File: src/rtl/voice_mixer.sv
// N-channel audio mixer: per-frame snapshot, per-channel gain/enable,
// time-multiplexed accumulation with one multiplier, ramped master level, saturation.
module voice_mixer #(
  parameter int unsigned NCH         = 4,
  parameter int unsigned W           = 16,
  parameter int unsigned GW          = 8,
  parameter int unsigned MASTER_STEP = 16
) (
  input  logic                 clk,
  input  logic                 rst,
  input  logic                 sample_stb,
  input  logic [NCH*W-1:0]     ch_data,
  input  logic [NCH*GW-1:0]    ch_gain,
  input  logic [NCH-1:0]       ch_en,
  input  logic                 play,
  output logic signed [W-1:0]  mix_out,
  output logic                 mix_valid,
  output logic                 clip,
  output logic                 overrun,
  output logic                 busy
);

  localparam int unsigned IW = (NCH > 1) ? $clog2(NCH) : 1;
  localparam int unsigned PW = W + GW + 1;                 // channel product width
  localparam int unsigned AW = W + GW + $clog2(NCH) + 1;   // accumulator width, never wraps
  localparam int unsigned SW = AW + GW + 2;                // acc * master product width

  // Master is kept one bit wider than GW so unity (2^(GW-1)) and the step sum both fit.
  localparam logic [GW:0] Unity = {2'b01, {(GW-1){1'b0}}};
  localparam logic [GW:0] Step  = (GW+1)'(MASTER_STEP);

  localparam logic signed [SW-1:0] SatHi = {{(SW-W+1){1'b0}}, {(W-1){1'b1}}};
  localparam logic signed [SW-1:0] SatLo = {{(SW-W+1){1'b1}}, {(W-1){1'b0}}};

  typedef enum logic [1:0] {StIdle, StAccum, StScale, StOut} state_e;

  state_e                state_q;
  logic signed [W-1:0]   data_q [NCH];
  logic [GW-1:0]         gain_q [NCH];
  logic [NCH-1:0]        en_q;
  logic [IW-1:0]         idx_q;
  logic signed [AW-1:0]  acc_q;
  logic [GW:0]           master_q;

  logic signed [PW-1:0]  prod_c;
  logic signed [AW-1:0]  term_c;
  logic signed [SW-1:0]  scaled_c;
  logic signed [W-1:0]   sat_c;
  logic                  sat_clip_c;
  logic [GW:0]           master_up_c;
  logic [GW:0]           master_next_c;

  // Datapath: current channel term, master scaling with saturation, next master level.
  always_comb begin
    prod_c   = data_q[idx_q] * $signed({1'b0, gain_q[idx_q]});
    term_c   = en_q[idx_q] ? AW'(prod_c >>> (GW-1)) : '0;
    scaled_c = (acc_q * $signed({1'b0, master_q})) >>> (GW-1);

    sat_clip_c = 1'b0;
    sat_c      = scaled_c[W-1:0];
    if (scaled_c > SatHi) begin
      sat_c      = SatHi[W-1:0];
      sat_clip_c = 1'b1;
    end else if (scaled_c < SatLo) begin
      sat_c      = SatLo[W-1:0];
      sat_clip_c = 1'b1;
    end

    master_up_c = master_q + Step;
    if (play) begin
      master_next_c = (master_up_c > Unity) ? Unity : master_up_c;
    end else begin
      master_next_c = (master_q < Step) ? '0 : master_q - Step;
    end
  end

  // Frame FSM with registered outputs; master only moves in OUT so SCALE sees the frame-start value.
  always_ff @(posedge clk or posedge rst) begin
    if (rst) begin
      state_q   <= StIdle;
      for (int k = 0; k < NCH; k++) begin
        data_q[k] <= '0;
        gain_q[k] <= '0;
      end
      en_q      <= '0;
      idx_q     <= '0;
      acc_q     <= '0;
      master_q  <= '0;
      mix_out   <= '0;
      mix_valid <= 1'b0;
      clip      <= 1'b0;
      overrun   <= 1'b0;
      busy      <= 1'b0;
    end else begin
      mix_valid <= 1'b0;
      overrun   <= sample_stb && (state_q != StIdle);
      unique case (state_q)
        StIdle: begin
          if (sample_stb) begin
            for (int k = 0; k < NCH; k++) begin
              data_q[k] <= ch_data[k*W +: W];
              gain_q[k] <= ch_gain[k*GW +: GW];
            end
            en_q    <= ch_en;
            acc_q   <= '0;
            idx_q   <= '0;
            busy    <= 1'b1;
            state_q <= StAccum;
          end
        end
        StAccum: begin
          acc_q <= acc_q + term_c;
          if (idx_q == IW'(NCH-1)) begin
            state_q <= StScale;
          end else begin
            idx_q <= idx_q + 1'b1;
          end
        end
        StScale: begin
          mix_out   <= sat_c;
          clip      <= sat_clip_c;
          mix_valid <= 1'b1;
          state_q   <= StOut;
        end
        StOut: begin
          master_q <= master_next_c;
          busy     <= 1'b0;
          state_q  <= StIdle;
        end
        default: state_q <= StIdle;
      endcase
    end
  end

endmodule

File: config.mk
export PLATFORM = sky130hd
export DESIGN_NAME = voice_mixer
export DESIGN_NICKNAME = d
export VERILOG_FILES = /design/src/rtl/voice_mixer.sv
export SDC_FILE = /design/constraint.sdc
export NUM_CORES = 1
export LEC_CHECK = 0
export CAP_MARGIN = 20
export CORE_MARGIN = 3
export CORE_UTILIZATION = 40
export CTS_CLUSTER_DIAMETER = 200
export CTS_CLUSTER_SIZE = 10
export DETAILED_ROUTE_END_ITERATION = 8
export GPL_TIMING_DRIVEN = 0
export HOLD_SLACK_MARGIN = 0.02
export SLEW_MARGIN = 20
export SYNTH_ARGS = -nofsm -noshare
export SYNTH_HDL_FRONTEND = slang
export SYNTH_SLANG_ARGS = --single-unit
export TNS_END_PERCENT = 30
File: constraint.sdc
create_clock -name clk -period 17 [get_ports clk]
set_input_delay 1.7 -clock clk [delete_from_list [all_inputs] [get_ports clk]]
set_output_delay 1.7 -clock clk [all_outputs]
set_load 0.01 [all_outputs]
==> results.env, run 1 <==
TIMING.RR.START='idx_q[0]'
GRT.TOTAL_USAGE=0.189
CTSROOTBUFFERMASTER='clkbuf_16'
MULTI_INPUT_COMB_AREA_UM2=14200
CTS.HOLD.BUFFERS_ADDED=0
CTS_SETUP_BUFFERS=0
CLK_TRANSITION_REPORTED_PATHS_PS=80
DIE_AREA_UM2=50400
MAX_FREQ_MHz=98.1
GRT_START_MAX_NET_PINS=107
SYNTHESIS.INSTANCES=1934
STARTPOINT='idx_q[0]'
CTS_TREE='done'
GLOBALROUTE.TOTALOVERFLOW=0
DRIVE_ABOVE_1_SHARE=0.0931
CRITICAL-PATH-SLOWEST-CELL='buf_1'
LAYOUT_COMMONEST_CELL='inv_1'
FINAL_MIN_PERIOD_OVER_CLOCK_PERIOD=0.599
GPL.FINAL_WEIGHTED_CONGESTION=0.885
CRIT_ARRIVAL_PS=10550
FINALCLOCKSKEW_PS=25.0
RESIZED_AFTER_CTS=0
DP_HPWL_UM=38700
PLACEABLECOREAREA_UM2=46900
DRT_DRC_VIOLATIONS_LEFT=0
GRT_FIRST_PASS_WIRELENGTH_UM=76100
RR_WORST_DEPTH=33
REGISTER_AREA_SHARE_AFTER_SYNTHESIS=0.204
CTS-BUFFERS-INSERTED=17
SLEW_VIOLATIONS=0
PORT_BUFFERS=122
HOLD_VIOL_FINAL=0
CRITICAL-PATH-MAX-STAGE-DELAY_PS=780
VIA_PER_INST=5.33
FINALWORSTPATHREQUIREDPERIOD_PS=10190
CRITPATHKIND='register to register'
IO_PINS=124
MAXCAPVIOLCOUNT=0
SETUP_WS_PS=6810
YOSYS_REGISTER_BITS=156
CTSLONGESTPATHBUFFERS=2
CTS_HTREE_LEVELS=4
REQ_TIME_CRIT_PATH_PS=17360
NON_FILLER_INSTANCES=2735
CLKSINKCOUNT=156
MOSTFREQUENTLAYOUTCELLS='inv_1 (234), fa_1 (215), ha_1 (198), and2_1 (180), dfrtp_1 (156)'
FILLERS=4504
NETLIST-CELL-TYPE-COUNT=75
ROUTED_WL_UM=47200
MAX_SLEW.WORST_PIN.SLEW_PS=954
ASYNC_FLOP_SHARE=1.00
CP_COMMON_CELL='fa_1'
DETAIL_ROUTE.ITER0.VIOLATIONS=880
RUN_STATUS='completed'
YS.FLOP_TYPE='dfrtp_1'
DRT.ANTENNA.VIOLATING_NETS=0
FLOORPLAN.DIE.WIDTH_UM=225
PLACED_CELLS_INCL_TAPS=2702
AREA.SEQUENTIAL_UM2=3900
GRT_SETUP_UNREPAIRED='no'
ROUTED-VIA-COUNT=14600
CRITPATHLAUNCHTYPE='register'
CLKLATENCYLATEPIN_PS=460
ROWS=79
DIE-HEIGHT_UM=225
FLOORPLAN.INITIALDENSITY=0.408
CRITICAL_PATH.ENDPOINT_TYPE='register'
SYNTHESIS.AREA_PER_INSTANCE_UM2=9.87
FINISH.NET_COUNT=2631
YOSYS_WARNINGS=0
WORST_SLEW_MARGIN_REL=0.364
FINAL_SETUP_FAILS=0
DRT_PRE_ANTENNA_ITERS=7
SYNTH-EDFF-COUNT=0
VIA_COUNT_OF_THE_FIRST_GLOBAL_ROUTING_PASS=14600
CRIT-REG2REG-CAPTURE='acc_q[25]'
MIN_PATH_TYPE='register to register'
GRT_ANTENNA_BEFORE_REPAIR=0
PRE_CTS_SLACK_PS=6790
REGTOREGSETUPSLACK_PS=6810
ENDPOINT='acc_q[25]'
TOTALNEGATIVESETUPSLACK_PS=0
CP_MAX_FO=10
WIRE_PER_INST_UM=17.2
SYN-CELL-AREA_UM2=19100
AREA_GROWTH_SYN_TO_LAYOUT_PCT=14.4
## cells in the mapped netlist (4+ instances only)
cell       count  area (µm²)
a2111oi_0      5        43.8
a211o_1        7        61.3
a211oi_1      17         128
a21boi_0       4        30.0
a21o_1        29         218
a21oi_1       67         335
a31oi_1       17         106
a32o_1         6        60.1
and2_1       180        1130
and3_1        20         125
and4_1         4        35.0
buf_1          6        22.5
clkbuf_1      61         229
dfrtp_1      156        3900
fa_1         215        4300
ha_1         198        2480
inv_1        235         882
mux2_2       103        1160
mux2i_1        7        70.1
mux4_2        25         563
nand2_1      155         582
nand2b_1       9        56.3
nand3_1       25         125
nand4_1        9        56.3
nor2_1        84         315
nor2b_1       16         100
nor3_1        14        70.1
nor4_1         7        43.8
o211ai_1       4        30.0
o21a_1         6        45.0
o21ai_0       54         270
o21ai_1        8        40.0
o21bai_1      12        90.1
o2bb2ai_1     15         131
o31ai_1        4        30.0
or2_2         21         131
or3_1         11        68.8
or4_1          5        37.5
xnor2_1       36         315
xor2_1        22         193
## worst min-delay path by stage
stage,depth (start not counted),slack (ps),endpoint,start
finish,1,500,data_q[6],data_q[6]
CTS,1,500,data_q[18],data_q[18]
global placement,1,480,clip,clip
detailed placement,1,490,data_q[18],data_q[18]
floorplan,1,470,en_q[2],en_q[2]
global route,1,520,data_q[36],data_q[36]
## flip-flops by register name, indices dropped and copies added (netlist names)
signal / flops
mix_valid: 1
state_q: 2
master_q: 5
idx_q: 2
mix_out: 16
overrun: 1
gain_q: 32
clip: 1
acc_q: 27
data_q: 64
en_q: 4
busy: 1
## layer usage
metal  routed length (µm)  up-vias  global-route usage
li1                     -     6799                   -
met1                22400     7428               0.278
met2                22000      315               0.300
met3                 2260       22              0.0256
met4                  474        0              0.0383
met5                    0        -                   0
## per-stage QoR
stage               utilization  instance area (µm²)  hold WS, ps
global route              0.466                21800          524
floorplan                     -                19200          474
CTS                       0.466                21800          504
global placement          0.453                21200          482
detailed placement        0.454                21300          490
finish                    0.466                21900          504
## kinds of logic after synthesis
| group | synth area share |
|---|---|
| XOR/XNOR | 0.0266 |
| buffers and inverters | 0.0607 |
| flip-flops | 0.204 |
| adder cells (fa/ha/maj) | 0.355 |
| other | 0.000393 |
| AO/OA/AOI/OAI | 0.103 |
| multiplexers | 0.0939 |
| AND/OR/NAND/NOR | 0.156 |
## worst max-delay path, delay by kind of cell, from the launching register on
kind / cells / cell delay [ps]
compound gates: 10 / 2650
fa+ha+maj: 6 / 2590
buf+inv: 7 / 2210
simple gates: 8 / 1330
flops: 1 / 550
mux: 1 / 550
xor+xnor: 1 / 160
## area by class of cell
type,instances,area share
clock buffers,18,0.0196
diodes,1,0.000115
multi-input cells,1508,0.649
clock inverters,14,0.00750
inverters,238,0.0412
well taps,607,0.0348
repair buffers,123,0.0571
plain buffers,70,0.0122
flip-flops and latches,156,0.179
Power of run 1 is left out: the tool's default activity adds up to more than one toggle a clock period on the data nets, which glitch-free logic cannot reach.
==> inputs of run 2 (changes only) <==
- clock period: 17 -> 10.2 ns (I/O delays scaled with it)
==> run 2 against run 1 <==
  * Global-route usage is essentially flat
  * Clock skew grew 0.54 ps
  * Critical endpoint unchanged
  * Cell area about the same
  * Critical path type unchanged
  * First-iteration DRC count shrank 11%
  * Utilization about the same
==> results.env, run 2 (synthesized netlist as in run 1, its figures left out) <==
MOSTFREQUENTLAYOUTCELLS='inv_1 (234), fa_1 (215), ha_1 (198), and2_1 (180), dfrtp_1 (156)'
ENDPOINT='acc_q[25]'
REGISTERS.TOP_BY_FF_COUNT='data_q'
DP_HPWL_UM=38700  # unchanged
AREA_GROWTH_SYN_TO_LAYOUT_PCT=14.4  # about the same
IO_PINS=124  # unchanged
GRT_USE_MET1=0.278  # unchanged
FILLERS=4507  # +0.067%
ANTENNADIODECOUNT=0  # -1
UTILIZATION=0.466  # about the same
FLOORPLAN.DIE.WIDTH_UM=225  # unchanged
LARGESTREGISTERS='data_q: 64 flops, gain_q: 32 flops, acc_q: 27 flops'
MAX_SLEW.WORST_PIN.SLEW_PS=931  # -23.3 ps
ROWS=79  # unchanged
FINAL_MIN_PERIOD_OVER_CLOCK_PERIOD=0.939  # +0.339
GLOBAL_ROUTE.USAGE.MET2=0.301  # +0.000396
VIA_COUNT_OF_THE_FIRST_GLOBAL_ROUTING_PASS=14600  # +0.082%
CTS_TREE='done'
WIRE_PER_INST_UM=17.2  # -0.23%
CLKSINKCOUNT=156  # unchanged
TIMING.RR.START='idx_q[0]'
BUSIEST_LAYER='met2'
DIE_AREA_UM2=50400  # unchanged
DRT_PRE_ANTENNA_ITERS=5  # -2
SETUP_WS_PS=627  # -6180 ps
CTS.HOLD.BUFFERS_ADDED=0  # unchanged
DIE-HEIGHT_UM=225  # unchanged
POST_LAYOUT_INST_AREA_UM2=21900  # about the same
CLK_TRANSITION_REPORTED_PATHS_PS=90  # about the same
WORST_SLEW_MARGIN_REL=0.377  # +0.0126
HOLD_VIOL_FINAL=0  # unchanged
FLOORPLAN.INITIALDENSITY=0.408  # unchanged
CTSLONGESTPATHBUFFERS=2  # unchanged
STARTPOINT='idx_q[0]'
DRT_DRC_VIOLATIONS_LEFT=0  # unchanged
MIN_PATH_TYPE='register to register'
GRT_SETUP_UNREPAIRED='no'
DPL-INSTANCE-AREA_UM2=21300  # unchanged
VIA_PER_INST=5.32  # -0.16%
FINAL_SETUP_FAILS=0  # unchanged
GRT_FIRST_PASS_WIRELENGTH_UM=76100  # about the same
CP_MAX_FO=10  # unchanged
NON_FILLER_INSTANCES=2733  # -0.073%
GRT_START_MAX_NET_PINS=107  # unchanged
SLEW_VIOLATIONS=0  # unchanged
PRE_CTS_SLACK_PS=-9.47  # -6800 ps
RR_WORST_DEPTH=32  # -3.0%
CRITPATHLAUNCHTYPE='register'
CRITICAL-PATH-MAX-STAGE-DELAY_PS=680  # -100 ps
GRT_ANTENNA_BEFORE_REPAIR=0  # unchanged
PORT_BUFFERS=122  # unchanged
DRIVE_ABOVE_1_SHARE=0.0945  # +0.00145
CTS-BUFFERS-INSERTED=17  # unchanged
GPL.FINAL_WEIGHTED_CONGESTION=0.885  # unchanged
CLKLATENCYLATEPIN_PS=460  # about the same
PLACED_CELLS_INCL_TAPS=2702  # unchanged
CP_TOP_FAMILY='compound AO/OA/AOI/OAI gates'
ROUTED_WL_UM=47000  # -0.30%
LAYOUT_COMMONEST_CELL='inv_1'
CP_NUM_BUF_INV=8  # +1
MET3_TRACK_DEMAND_OVER_RESOURCE_IN_GLOBAL_ROUTING=0.0256  # unchanged
CTS_HTREE_LEVELS=4  # unchanged
CRITICAL_PATH.ENDPOINT_TYPE='register'
FINISH.NET_COUNT=2630  # -0.038%
CRITICAL-PATH-SLOWEST-CELL='mux4_2'
CTSROOTBUFFERMASTER='clkbuf_16'
MAXCAPVIOLCOUNT=0  # unchanged
DRT.ANTENNA.VIOLATING_NETS=0  # unchanged
MAX_FREQ_MHz=104  # +6.4%
DETAIL_ROUTE.ITER0.VIOLATIONS=780  # -11%
GLOBALROUTE.TOTALOVERFLOW=0  # unchanged
REGTOREGSETUPSLACK_PS=630  # -6180 ps
REQ_TIME_CRIT_PATH_PS=10560  # -6800 ps
CRIT-REG2REG-CAPTURE='acc_q[25]'
FINALCLOCKSKEW_PS=25.6  # +0.539 ps
CRIT_ARRIVAL_PS=9930  # -620 ps
NUMBER_OF_FLIP_FLOPS_UNDER_THE_LARGEST_REGISTER_NAME=64  # unchanged
GRT.TOTAL_USAGE=0.189  # about the same
RUN_STATUS='completed'
WORST-PATH-STAGES=32  # -3.0%
CRITPATHKIND='register to register'
ROUTED-VIA-COUNT=14500  # -0.23%
FINALWORSTPATHREQUIREDPERIOD_PS=9570  # -616 ps
PLACEABLECOREAREA_UM2=46900  # unchanged
[run 2: repair_timing]
| item | in CTS | in global routing |
|---|---|---|
| setup buffers | 0 | 0 |
| resized for setup | 2 | 4 |
| pin swaps | 0 | 0 |
| setup endpoints to repair | 1 | 8 |
[run 2: worst min-delay path by stage]
| stage | startpoint | endpoint | slack, ps | depth (start not counted) |
|---|---|---|---|---|
| floorplan | en_q[2] | en_q[2] | 470 | 1 |
| global placement | clip | clip | 480 | 1 |
| detailed placement | data_q[18] | data_q[18] | 490 | 1 |
| CTS | data_q[18] | data_q[18] | 500 | 1 |
| global route | data_q[36] | data_q[36] | 520 | 1 |
| finish | data_q[6] | data_q[6] | 500 | 1 |
[run 2: per-layer routing]
metal,vias up,wire (µm)
met5,-,0
met4,0,523
met3,29,2190
met2,298,22000
met1,7415,22300
li1,6788,-
[run 2: per-stage QoR]
| stage | hold WS [ps] | setup TNS, ps |
|---|---|---|
| floorplan | 474 | 0 |
| global placement | 482 | 0 |
| detailed placement | 490 | -9.47 |
| CTS | 504 | 0 |
| global route | 524 | 0 |
| finish | 503 | 0 |
[run 2: area by class of cell]
cell class / count / area [µm²] / share of cell area
Clock inverter: 14 / 164 / 0.00750
Clock buffer: 18 / 429 / 0.0196
Inverter: 238 / 901 / 0.0412
Timing Repair Buffer: 123 / 1250 / 0.0571
Sequential cell: 156 / 3900 / 0.179
Tap cell: 607 / 759 / 0.0348
Buffer: 69 / 273 / 0.0125
Multi-Input combinational cell: 1508 / 14200 / 0.649
[run 2: worst reg2reg max path, delay by kind of cell (launching register included)]
kind / cells / cell delay, ps
AO/OA/AOI/OAI: 10 / 2810
adder cells (fa/ha/maj): 6 / 2470
buffers and inverters: 8 / 1750
AND/OR/NAND/NOR: 7 / 1190
multiplexers: 1 / 680
flip-flops: 1 / 550
Power of run 2 is left out for the same reason.
==> inputs of run 3 (changes only) <==
- MAX_ROUTING_LAYER: unset -> met4
==> run 3 against run 2 <==
  * Non-clock buffer count unchanged
  * Cell area about the same
  * Utilization barely moved
  * First-iteration DRC count is 6.8% higher
  * Maximum frequency grew 0.54%
  * Sequential share of layout area barely moved
  * Critical endpoint unchanged
  * Largest cell class unchanged
==> results.env, run 3 (synthesized netlist as in run 1, its figures left out) <==
DRT_DRC_VIOLATIONS_LEFT=0  # unchanged
DRT.ANTENNA.VIOLATING_NETS=0  # unchanged
FINISH.NET_COUNT=2630  # unchanged
FINAL_MIN_PERIOD_OVER_CLOCK_PERIOD=0.933  # -0.00504
WIRE_PER_INST_UM=17.1  # -0.73%
DRIVE_ABOVE_1_SHARE=0.0955  # +0.000941
CLK_TRANSITION_REPORTED_PATHS_PS=90  # about the same
CP_MAX_FO=10  # unchanged
CLKSINKCOUNT=156  # unchanged
DIE_AREA_UM2=50400  # unchanged
MOSTFREQUENTLAYOUTCELLS='inv_1 (234), fa_1 (215), ha_1 (198), and2_1 (180), dfrtp_1 (156)'
CRITICAL_PATH.ENDPOINT_TYPE='register'
FINALWORSTPATHREQUIREDPERIOD_PS=9520  # -51.4 ps
MIN_PATH_TYPE='register to register'
GLOBALROUTE.TOTALOVERFLOW=0  # unchanged
DETAIL_ROUTE.ITER0.VIOLATIONS=833  # +6.8%
MAX_SLEW.WORST_PIN.SLEW_PS=870  # -60.5 ps
RR_WORST_DEPTH=33  # +3.1%
CLKLATENCYLATEPIN_PS=470  # about the same
CRITPATHLAUNCHTYPE='register'
CTSLONGESTPATHBUFFERS=2  # unchanged
SLEW_VIOLATIONS=0  # unchanged
NUMBER_OF_FLIP_FLOPS_UNDER_THE_LARGEST_REGISTER_NAME=64  # unchanged
PORT_BUFFERS=122  # unchanged
CRITICAL-PATH-MAX-STAGE-DELAY_PS=600  # -80 ps
ROWS=79  # unchanged
FINAL_SETUP_FAILS=0  # unchanged
CRIT_ARRIVAL_PS=9890  # -40 ps
GRT.TOTAL_USAGE=0.194  # +0.00484
FLOORPLAN.INITIALDENSITY=0.408  # unchanged
GRT_START_MAX_NET_PINS=107  # unchanged
DP_HPWL_UM=38800  # +0.22%
MIN_DELAY_PATH_DEPTH=1  # unchanged
LARGESTREGISTERS='data_q: 64 flops, gain_q: 32 flops, acc_q: 27 flops'
HOLD_VIOL_FINAL=0  # unchanged
CTSROOTBUFFERMASTER='clkbuf_16'
CRITPATHKIND='register to register'
MAX_FREQ_MHz=105  # +0.54%
VIA_COUNT_OF_THE_FIRST_GLOBAL_ROUTING_PASS=14400  # -1.5%
CRITICAL-PATH-SLOWEST-CELL='buf_1'
GRT_ANTENNA_BEFORE_REPAIR=0  # unchanged
TOTALNEGATIVESETUPSLACK_PS=0  # unchanged
LAYOUT_COMMONEST_CELL='inv_1'
DRT_PRE_ANTENNA_ITERS=5  # unchanged
ROUTED_WL_UM=46700  # -0.69%
CTS.HOLD.BUFFERS_ADDED=0  # unchanged
GRT_SETUP_UNREPAIRED='no'
DIE-HEIGHT_UM=225  # unchanged
GPL.FINAL_WEIGHTED_CONGESTION=0.900  # +1.8%
MAXCAPVIOLCOUNT=0  # unchanged
ROUTED-VIA-COUNT=14400  # -0.60%
FINALCLOCKSKEW_PS=27.8  # +2.20 ps
REGISTERS.TOP_BY_FF_COUNT='data_q'
VIA_PER_INST=5.28  # -0.64%
CTS_TREE='done'
CTS-BUFFERS-INSERTED=17  # unchanged
FLOORPLAN.DIE.WIDTH_UM=225  # unchanged
PLACEABLECOREAREA_UM2=46900  # unchanged
REQ_TIME_CRIT_PATH_PS=10570  # about the same
IO_PINS=124  # unchanged
GRT_FIRST_PASS_WIRELENGTH_UM=75300  # -1.1%
CP_COMMON_CELL='fa_1'
WORST_SLEW_MARGIN_REL=0.417  # +0.0405
CTS_HTREE_LEVELS=4  # unchanged
RUN_STATUS='completed'
AREA_GROWTH_SYN_TO_LAYOUT_PCT=14.5  # about the same
-- run 3: final cells by class --
type / instances / area, µm²
buffer: 69 / 267
clock inverter: 15 / 183
fill: 4465 / 25000
inverter: 238 / 901
sequential: 156 / 3900
antenna: 1 / 2.50
clock buffer: 17 / 425
multi-input combinational: 1508 / 14200
tap: 607 / 759
timing repair buffer: 123 / 1250
-- run 3: final timing paths --
kind	start	to	slack, ps
min in group asynchronous	rst	mix_out[15]	950
hold reg to reg	data_q[56]	data_q[56]	510
hold / removal	data_q[56]	data_q[56]	510
max in group asynchronous	rst	data_q[41]	8350
setup reg to reg	idx_q[1]	acc_q[25]	680
setup / recovery	idx_q[1]	acc_q[25]	680
-- run 3: repair_timing --
action,in CTS,in global routing
buffers inserted,0,0
setup endpoints to repair,1,8
gates resized for setup,2,7
-- run 3: through the flow --
| step | area, µm² | cells | utilization | setup WS [ps] | hold WS (ps) |
|---|---|---|---|---|---|
| after detailed placement | 21300 | 2702 | 0.454 | 0.608 | 489 |
| after floorplan | 19200 | 1972 | - | 1730 | 474 |
| after global placement | 21200 | 2701 | 0.453 | 33.2 | 482 |
| after global routing | 21900 | 2733 | 0.467 | 47.4 | 521 |
| after CTS | 21900 | 2734 | 0.467 | 287 | 505 |
| final | 21900 | 2734 | 0.467 | 679 | 505 |
-- run 3: worst max-delay path, delay by kind of cell, from the launching register on --
kind / cells / cell delay, ps
AO/OA/AOI/OAI: 10 / 2670
XOR/XNOR: 1 / 160
flip-flops: 1 / 450
buffers and inverters: 7 / 1740
AND/OR/NAND/NOR: 8 / 1380
adder cells (fa/ha/maj): 6 / 2560
multiplexers: 1 / 450
-- run 3: layer usage --
layer,up-vias,track usage,part of all wire
met2,271,0.301,0.47
met3,27,0.0257,0.040
met4,0,0.0332,0.0082
met5,-,-,0
li1,6794,-,-
met1,7351,0.277,0.48
Power of run 3 is left out for the same reason.
